==> config.mk <==
export PLATFORM = sky130hd
export DESIGN_NAME = branch_flag_controller_flat
export DESIGN_NICKNAME = d
export VERILOG_FILES = /design/src/rtl/branch_pkg.sv /design/src/rtl/branch_flag_controller_if.sv /design/src/rtl/condition_checker.sv /design/src/rtl/branch_flag_controller.sv /design/src/flat_wrapper.sv
export SDC_FILE = /design/constraint.sdc
export NUM_CORES = 1
export LEC_CHECK = 0
export CAP_MARGIN = 10
export CORE_MARGIN = 3
export CORE_UTILIZATION = 45
export DETAILED_ROUTE_END_ITERATION = 10
export PLACE_DENSITY = 0.73
export SETUP_SLACK_MARGIN = 0.3
export SYNTH_ARGS = -nofsm -noshare
export SYNTH_HDL_FRONTEND = slang
export SYNTH_SLANG_ARGS = --single-unit
==> constraint.sdc <==
create_clock -name clk -period 4.7 [get_ports clk]
set_input_delay 0.94 -clock clk [delete_from_list [all_inputs] [get_ports clk]]
set_output_delay 0.94 -clock clk [all_outputs]
set_load 0.01 [all_outputs]
==> src/rtl/branch_pkg.sv <==
// Shared types for the execute-stage branch/flag control slice:
// condition opcodes, controller states and NZCV bit positions.
package branch_pkg;

  typedef enum logic [2:0] {
    COND_NV = 3'b000,
    COND_CS = 3'b001,
    COND_CC = 3'b010,
    COND_EQ = 3'b011,
    COND_NE = 3'b100,
    COND_GT = 3'b101,
    COND_LT = 3'b110,
    COND_AL = 3'b111
  } cond_t;

  typedef enum logic [1:0] {
    IDLE,
    WAIT,
    REDIRECT
  } state_t;

  localparam int unsigned FLAG_N = 3;
  localparam int unsigned FLAG_Z = 2;
  localparam int unsigned FLAG_C = 1;
  localparam int unsigned FLAG_V = 0;

endpackage

==> src/rtl/branch_flag_controller_if.sv <==
// Pipeline-side bundle of flag-writer, branch-request and redirect signals.
// master = execute/fetch pipeline, slave = branch_flag_controller.
interface branch_flag_controller_if #(
  parameter int unsigned ADDR_W = 32
);
  logic              flag_issue;
  logic              flag_we;
  logic [3:0]        flags_in;
  logic              br_valid;
  logic [2:0]        br_cond;
  logic [ADDR_W-1:0] br_target;
  logic              br_ready;
  logic              stall;
  logic              pc_src;
  logic [ADDR_W-1:0] pc_target;
  logic              flush;
  logic [3:0]        flags_out;
  logic              pending_full;

  modport master (
    output flag_issue, flag_we, flags_in, br_valid, br_cond, br_target,
    input  br_ready, stall, pc_src, pc_target, flush, flags_out, pending_full
  );

  modport slave (
    input  flag_issue, flag_we, flags_in, br_valid, br_cond, br_target,
    output br_ready, stall, pc_src, pc_target, flush, flags_out, pending_full
  );
endinterface

==> src/rtl/condition_checker.sv <==
// Evaluates a 3-bit branch condition opcode against NZCV flags.
module condition_checker
  import branch_pkg::*;
(
  input  cond_t opcode,
  input  logic  N,
  input  logic  Z,
  input  logic  C,
  input  logic  V,
  output logic  condEx
);

  always_comb begin
    condEx = 1'b0;
    case (opcode)
      COND_NV: condEx = 1'b0;
      COND_CS: condEx = C;
      COND_CC: condEx = !C;
      COND_EQ: condEx = Z;
      COND_NE: condEx = !Z;
      COND_GT: condEx = !Z && (N == V);
      COND_LT: condEx = (N != V);
      COND_AL: condEx = 1'b1;
      default: condEx = 1'b0;
    endcase
  end

endmodule

==> src/rtl/branch_flag_controller.sv <==
// Owns the NZCV register and in-flight flag-writer count; holds conditional
// branches until flags are final, then resolves them and issues a redirect.
module branch_flag_controller
  import branch_pkg::*;
#(
  parameter int unsigned ADDR_W = 32,
  parameter int unsigned PEND_W = 2
) (
  input logic                     clk,
  input logic                     rst,
  branch_flag_controller_if.slave bus
);

  localparam logic [PEND_W-1:0] PEND_MAX = '1;
  localparam logic [PEND_W-1:0] PEND_ONE = PEND_W'(1);

  state_t            state;
  cond_t             cond_q;
  cond_t             sel_cond;
  logic [ADDR_W-1:0] target_q;
  logic [ADDR_W-1:0] pc_target_q;
  logic              pc_src_q;
  logic [3:0]        flags_q;
  logic [3:0]        eval_flags;
  logic [PEND_W-1:0] pending;
  logic              flags_ready;
  logic              cond_ex;

  always_comb begin
    flags_ready = (pending == '0) ||
                  ((pending == PEND_ONE) && bus.flag_we && !bus.flag_issue);
    eval_flags  = bus.flag_we ? bus.flags_in : flags_q;
    sel_cond    = (state == WAIT) ? cond_q : cond_t'(bus.br_cond);
  end

  condition_checker u_cond (
    .opcode (sel_cond),
    .N      (eval_flags[FLAG_N]),
    .Z      (eval_flags[FLAG_Z]),
    .C      (eval_flags[FLAG_C]),
    .V      (eval_flags[FLAG_V]),
    .condEx (cond_ex)
  );

  // Handshake outputs must react to a resolving flag_we in the same cycle,
  // so they are decoded from state; the redirect outputs are registered.
  always_comb begin
    bus.br_ready = 1'b0;
    bus.stall    = 1'b0;
    case (state)
      IDLE: begin
        if (bus.br_valid) begin
          bus.br_ready = flags_ready;
          bus.stall    = !flags_ready;
        end
      end
      WAIT: begin
        bus.br_ready = flags_ready;
        bus.stall    = !flags_ready;
      end
      default: ;
    endcase
  end

  assign bus.pc_src       = pc_src_q;
  assign bus.flush        = pc_src_q;
  assign bus.pc_target    = pc_target_q;
  assign bus.flags_out    = flags_q;
  assign bus.pending_full = (pending == PEND_MAX);

  always_ff @(posedge clk or negedge rst) begin
    if (!rst) begin
      flags_q <= '0;
      pending <= '0;
    end else begin
      if (bus.flag_we) flags_q <= bus.flags_in;
      case ({bus.flag_issue, bus.flag_we})
        2'b10:   if (pending != PEND_MAX) pending <= pending + PEND_ONE;
        2'b01:   if (pending != '0)       pending <= pending - PEND_ONE;
        default: ;
      endcase
    end
  end

  always_ff @(posedge clk or negedge rst) begin
    if (!rst) begin
      state       <= IDLE;
      cond_q      <= COND_NV;
      target_q    <= '0;
      pc_target_q <= '0;
      pc_src_q    <= 1'b0;
    end else begin
      pc_src_q    <= 1'b0;
      pc_target_q <= '0;
      case (state)
        IDLE: begin
          if (bus.br_valid) begin
            cond_q   <= cond_t'(bus.br_cond);
            target_q <= bus.br_target;
            if (!flags_ready) begin
              state <= WAIT;
            end else if (cond_ex) begin
              state       <= REDIRECT;
              pc_src_q    <= 1'b1;
              pc_target_q <= bus.br_target;
            end
          end
        end
        WAIT: begin
          if (flags_ready) begin
            if (cond_ex) begin
              state       <= REDIRECT;
              pc_src_q    <= 1'b1;
              pc_target_q <= target_q;
            end else begin
              state <= IDLE;
            end
          end
        end
        REDIRECT: state <= IDLE;
        default:  state <= IDLE;
      endcase
    end
  end

endmodule

==> src/flat_wrapper.sv <==
// flat-port wrapper written by rule: the top's interface ports become plain ports
module branch_flag_controller_flat import branch_pkg::*;
#(
  parameter int unsigned ADDR_W = 32,
  parameter int unsigned PEND_W = 2
)
  (clk, rst, bus_flag_issue, bus_flag_we, bus_flags_in, bus_br_valid, bus_br_cond, bus_br_target, bus_br_ready, bus_stall, bus_pc_src, bus_pc_target, bus_flush, bus_flags_out, bus_pending_full);
  branch_flag_controller_if #(.ADDR_W(ADDR_W)) bus_i ();
  input logic clk;
  input logic rst;
  input wire logic [$bits(bus_i.flag_issue)-1:0] bus_flag_issue;
  input wire logic [$bits(bus_i.flag_we)-1:0] bus_flag_we;
  input wire logic [$bits(bus_i.flags_in)-1:0] bus_flags_in;
  input wire logic [$bits(bus_i.br_valid)-1:0] bus_br_valid;
  input wire logic [$bits(bus_i.br_cond)-1:0] bus_br_cond;
  input wire logic [$bits(bus_i.br_target)-1:0] bus_br_target;
  output wire logic [$bits(bus_i.br_ready)-1:0] bus_br_ready;
  output wire logic [$bits(bus_i.stall)-1:0] bus_stall;
  output wire logic [$bits(bus_i.pc_src)-1:0] bus_pc_src;
  output wire logic [$bits(bus_i.pc_target)-1:0] bus_pc_target;
  output wire logic [$bits(bus_i.flush)-1:0] bus_flush;
  output wire logic [$bits(bus_i.flags_out)-1:0] bus_flags_out;
  output wire logic [$bits(bus_i.pending_full)-1:0] bus_pending_full;
  assign bus_i.flag_issue = bus_flag_issue;
  assign bus_i.flag_we = bus_flag_we;
  assign bus_i.flags_in = bus_flags_in;
  assign bus_i.br_valid = bus_br_valid;
  assign bus_i.br_cond = bus_br_cond;
  assign bus_i.br_target = bus_br_target;
  assign bus_br_ready = bus_i.br_ready;
  assign bus_stall = bus_i.stall;
  assign bus_pc_src = bus_i.pc_src;
  assign bus_pc_target = bus_i.pc_target;
  assign bus_flush = bus_i.flush;
  assign bus_flags_out = bus_i.flags_out;
  assign bus_pending_full = bus_i.pending_full;
  branch_flag_controller #(.ADDR_W(ADDR_W), .PEND_W(PEND_W)) u_core (.clk(clk), .rst(rst), .bus(bus_i));
endmodule
==> results by group, run 1 <==
Outcome
  • Status: finished, final reports clean

Placed design
  • Worst slack, placed: 1080 ps
  • Buffers on Ports: 84
  • Gpl congestion: 0.735
  • Placement Cell Area: 4640 um2
  • Final HPWL DP: 5.54 mm

Clock network
  • Clock latency at the later pin of the worst-skew pair: 340 ps
  • CTS clock-pin slew for the worst setup and hold paths: 70 ps
  • CTS tree: yes
  • Longest Clk Path Bufs: 2
  • Post-CTS setup buffers: 0
  • Clk sink count: 76
  • Max H-tree Level: 3
  • Post-CTS sizing: 0
  • Post-CTS Hold Buffers: 0
  • CTS root buf: clkbuf_8
  • CTS Buf Count: 9

Pwr
  • Clk pwr share: 15.2%
  • Cell internal pwr: 1.89 mW
  • Net Sw Frac: 40.3%
  • Psw: 1.28 mW
  • Cell Pwr Density: 656 nW/um2
  • Lkg Pwr: 1.92 nW
  • Worst VDD drop: 0.000354 V
  • Sequential power share: 32.6%
  • Comb power frac: 52.2%

Floorplanning
  • Die H: 97.6 um
  • Rows: 32
  • Die X: 97.6 um
  • Core footprint: 7930 um2
  • Die ar.: 9530 um2
  • I/O pin cnt: 85
  • Initial cell density of the core: 47.7%

GRT
  • Total GRT Usage: 18.4%
  • Largest net degree at the start of global routing: 77
  • Vias in the first global route: 2905
  • Initial antenna violation count: 0
  • GRT Residual Overflow: 0
  • First-pass GRT wire length: 14.2 mm

Finish
  • Final nets: 440
  • N_diodes: 0
  • Final Util: 61.0%
  • Final instance area: 4830 um2
  • Area growth, synth to finish: 27.9%
  • Layout cells sized above 1: 17.2%

Logic synthesis
  • Post-synth top flop: dfrtp_1
  • Post-Syn Area: 3780 um2
  • Post-synthesis sequential area ratio: 50.3%
  • Top cells by count, synth: 76 x dfrtp_1, 64 x nand3_1, 40 x mux2_2
  • Yosys reg bits: 76
  • Syn Area/Cell: 11.6 um2
  • Yosys top cell area share: 50.3%
  • Synth warnings: 0
  • Most frequent cell after synthesis: dfrtp_1
  • Syn_nets: 375
  • Ys async rst share: 100%
  • Mapped Cells: 326
  • Count of cell types in the netlist: 36
  • Post-synth EDFFs: 0
  • Largest cells by area after synthesis: dfrtp_1 50%, mux2_2 12%, nand3_1 8.5%, o32ai_1 7.9%, a22o_1 7.4%
  • Post-synth top area cell: dfrtp_1

Critical path
  • CP Class: in -> out
  • R2R cell count: 5
  • Critical path required time: 3760 ps
  • Worst path max stage delay: 650 ps
  • Buffers & Inverters on Critical Path: 2
  • CP Capture Type: output pin
  • CP cell instances: clkdlybuf4s50_1 -> nand3b_1 -> a21oi_1 -> clkdlybuf4s50_1
  • Top Family by Delay on Critical Path: buffers and inverters
  • CP arrival: 2680 ps
  • Most common cell on crit path: clkdlybuf4s50_1
  • Critical path depth: 4
  • Worst Path Max Fanout: 7
  • Slowest stage cell, crit path: clkdlybuf4s50_1
  • Critical path startpoint category: primary input

Timing
  • Fmax achieved: 0.277 GHz
  • Hold slack: 508 ps
  • Slew @ Worst Pin: 1020 ps
  • Worst Clk Skew: 4.28 ps
  • Post-route setup slack: 1080 ps
  • Setup TNS: 0 ps
  • Final worst path period share: 76.9%
  • Max_slew headroom: 30.6%
  • Setup violations, final: 0
  • Slew Limit Fails: 0
  • Min Clock Period, post-route: 3620 ps
  • Hold Fails Final Rpt: 0
  • RSZ-0062 raised after global routing: no

Drt
  • Vias: 2923
  • Iteration-0 DRC Markers: 118
  • Post-Route WL: 8.46 mm
  • Post-route ant nets: 0
  • WL per Instance: 17.0 um
  • DR DRC count: 0
  • Drt pass-1 iters: 4
  • Via density per instance: 5.88

Hold path
  • Worst Hold Class: reg -> reg
  • Hold Path Stages: 1

Run
  • Maxcap violations: 0
## final cells by class
cell class / count / area, um2
multi-input cells: 209 / 1710
flip-flops and latches: 76 / 1900
clock buffers: 10 / 138
clock inverters: 5 / 52.6
repair buffers: 89 / 876
inverters: 6 / 22.5
fillers: 675 / 3100
well taps: 102 / 128
## flip-flops by register name, indices dropped and copies added, names as in the netlist
register	count
u_core.bus.pc_target	32
u_core.pending	2
u_core.target_q	32
u_core.cond_q	3
u_core.bus.flags_out	4
u_core.bus.flush	1
u_core.state	2
## worst paths after layout
path	start	end	slack (ps)
min in group asynchronous	rst	u_core.target_q[16]	730
max reg2reg	u_core.state[1]	u_core.bus.pc_target[13]	1840
max in group asynchronous	rst	u_core.target_q[23]	3360
max	bus_flag_we	bus_br_ready	1080
min	u_core.target_q[21]	u_core.target_q[21]	510
min reg2reg	u_core.target_q[21]	u_core.target_q[21]	510
## kinds of logic (layout without fill, tap and decap cells)
| logic type | after synthesis | after routing | synth area share [%] |
|---|---|---|---|
| DFF | 76 | 76 | 50.3 |
| buffers and inverters | 41 | 110 | 5.40 |
| xor gates and xnor gates | 3 | 3 | 0.695 |
| and+or+nand+nor | 78 | 78 | 10.5 |
| muxes | 43 | 43 | 13.0 |
| adders and majority gates | 5 | 5 | 1.66 |
| AOI/OAI and AO/OA | 80 | 80 | 18.3 |
## cells in the final DEF (no fill, tap or decap), types with 3 or more instances in the layout
| cell | instances |
|---|---|
| a21oi_1 | 3 |
| ha_1 | 5 |
| clkdlybuf4s50_1 | 83 |
| inv_1 | 6 |
| clkinv_2 | 3 |
| o32ai_1 | 34 |
| clkbuf_8 | 10 |
| a22o_1 | 32 |
| mux2_2 | 40 |
| dfrtp_1 | 76 |
| nand3_1 | 64 |
| buf_4 | 6 |
| nand2_1 | 4 |
## metrics by stage
stage / total power [mW] / instances
2_1_floorplan: 2.23 / 326
3_3_place_gp: 2.65 / 482
3_5_place_dp: 2.71 / 482
4_1_cts: 3.19 / 497
5_1_grt: 3.41 / 497
6_report: 3.17 / 497
## per-layer routing
metal	GRT usage (%)	part of all wire, %	vias to the layer above	routed length [um]
li1	-	-	1386	-
met1	22.4	43	1441	3600
met2	30.5	51	85	4280
met3	6.46	5.8	11	487
met4	5.96	1.1	0	90
met5	0	0	-	0
## power by group through the flow
stage / combinational (mW) / sequential (mW) / clock, mW
after global placement: 1.61 / 1.04 / 0
after detailed placement: 1.66 / 1.05 / 0
after floorplan: 1.18 / 1.05 / 0
final: 1.65 / 1.03 / 0.483
after CTS: 1.66 / 1.04 / 0.496
after global routing: 1.81 / 1.07 / 0.526
No activity file was read; power rests on OpenSTA's default activity.
==> run 2, diff against run 1 <==
Settings changed: PLACE_DENSITY 0.73 to 0.76.
Clock period 4.7 ns to 3.2 ns, I/O delays scaled along.
==> results by group, run 2 (synthesized netlist as in run 1, its figures left out) <==
Outcome
  • Status: finished, final reports clean

Timing
  • Hold slack: 443 ps
  • Worst Clk Skew: 9.35 ps
  • Post-route setup slack: 382 ps
  • Hold Fails Final Rpt: 0
  • Min Clock Period, post-route: 2820 ps
  • Final worst path period share: 88.1%
  • Slew Limit Fails: 0
  • Setup violations, final: 0
  • Setup TNS: 0 ps
  • Slew @ Worst Pin: 1210 ps
  • RSZ-0062 raised after global routing: no
  • Fmax achieved: 0.355 GHz
  • Max_slew headroom: 19.4%

Finish
  • Layout cells sized above 1: 19.2%
  • Commonest non-fill, non-tap cell in the layout: clkdlybuf4s50_1
  • Fillcell total: 646
  • Final nets: 447
  • Final instance area: 4930 um2
  • Area growth, synth to finish: 30.5%
  • N_diodes: 0
  • Final Util: 62.2%
  • Multi-input gate area: 1720 um2
  • Most frequent cells in the layout: 82 x clkdlybuf4s50_1, 76 x dfrtp_1, 64 x nand3_1
  • Register area: 1900 um2

Pwr
  • Comb power frac: 51.5%
  • Cell internal pwr: 2.94 mW
  • Cell Pwr Density: 978 nW/um2
  • Worst VDD drop: 0.000404 V
  • Sequential power share: 31.6%
  • Net Sw Frac: 39.0%
  • Psw: 1.88 mW
  • Lkg Pwr: 1.98 nW
  • Clk pwr share: 16.9%

Floorplanning
  • Rows: 32
  • Die X: 97.6 um
  • Die ar.: 9530 um2
  • I/O pin cnt: 85
  • Core footprint: 7930 um2
  • Die H: 97.6 um
  • Initial cell density of the core: 47.7%

Critical path
  • Worst setup path start: bus_flag_issue
  • CP Capture Type: output pin
  • CP Class: in -> out
  • CP arrival: 2180 ps
  • Reg2reg setup slack: 580 ps
  • R2R cell count: 5
  • Worst R2R Start: u_core.state[1]
  • Worst Path Max Fanout: 3
  • Critical path required time: 2560 ps
  • Critical R2R Capture: u_core.bus.pc_target[7]
  • Critical path startpoint category: primary input

Clock network
  • Post-CTS setup buffers: 0
  • CTS Buf Count: 9
  • Clock latency at the later pin of the worst-skew pair: 330 ps
  • CTS clock-pin slew for the worst setup and hold paths: 70 ps
  • Longest Clk Path Bufs: 2
  • Clk sink count: 76
  • CTS tree: yes
  • CTS root buf: clkbuf_8
  • Post-CTS Hold Buffers: 0
  • Max H-tree Level: 3

Run
  • Maxcap violations: 0

GRT
  • Initial antenna violation count: 0
  • Largest net degree at the start of global routing: 77
  • Vias in the first global route: 2875
  • GRT Residual Overflow: 0
  • First-pass GRT wire length: 13.8 mm
  • Total GRT Usage: 17.8%

Placed design
  • Gpl congestion: 0.772
  • Final HPWL DP: 5.47 mm
  • Buffers on Ports: 84
  • Worst slack, placed: 5.33 ps
  • Placement Cell Area: 4680 um2

Drt
  • Vias: 2867
  • WL per Instance: 16.5 um
  • Via density per instance: 5.69
  • Iteration-0 DRC Markers: 182
  • DR DRC count: 0
  • Post-route ant nets: 0
  • Drt pass-1 iters: 4
  • Post-Route WL: 8.33 mm

Hold path
  • Worst Hold Class: in -> async
[run 2: changes by cell type in the layout (fill, tap and decap cells not counted), sizes merged]
| cell | change |
|---|---|
| clkbuf | +1 |
| bufinv | +1 |
| buf | +7 |
| clkdlybuf4s50 | -1 |
| clkinv | -2 |
| dlymetal6s2s | +1 |
[run 2: power by group through the flow]
stage | Clock, mW | Combinational (mW) | Sequential (mW)
after floorplan | 0 | 1.74 | 1.54
after CTS | 0.828 | 2.46 | 1.52
after global placement | 0 | 2.38 | 1.53
final | 0.815 | 2.48 | 1.52
after global routing | 0.876 | 2.72 | 1.56
after detailed placement | 0 | 2.45 | 1.54
[run 2: worst max-delay path: stages]
cell and delay [ps]:
clkdlybuf4s50_1 440, nand3b_1 280, a21oi_2 250, clkdlybuf4s50_1 560
[run 2: layout make-up]
| class | count | area share (%) |
|---|---|---|
| clock buffer | 11 | 3.07 |
| multi-input combinational | 209 | 34.8 |
| sequential | 76 | 38.6 |
| clock inverter | 4 | 1.47 |
| timing repair buffer | 96 | 19.0 |
| tap | 102 | 2.59 |
| inverter | 6 | 0.457 |
[run 2: worst max-delay path by stage]
stage,to,depth (start not counted)
6_report,bus_br_ready,4
2_1_floorplan,u_core.cond_q[2],4
5_1_grt,bus_stall,5
3_5_place_dp,u_core.bus.pc_target[7],5
4_1_cts,bus_br_ready,4
3_3_place_gp,u_core.bus.pc_target[7],5
[run 2: repair_timing]
action	CTS	global route
endpoints found under the setup margin	1	7
gates resized for setup	1	2
endpoints found under the hold margin	0	0
pin swaps	0	2
[run 2: metrics by stage]
stage	total power [mW]	std cells
final	4.82	504
after detailed placement	3.99	488
after floorplan	3.28	326
after global routing	5.16	504
after global placement	3.90	488
after CTS	4.81	503
[run 2: routing by layer]
| metal | wire, um | up-vias | global-route usage, % |
|---|---|---|---|
| met5 | 0 | - | 0 |
| met4 | 98 | 0 | 7.14 |
| met3 | 348 | 7 | 3.66 |
| met2 | 4130 | 86 | 29.4 |
| met1 | 3750 | 1378 | 23.0 |
| li1 | - | 1396 | - |
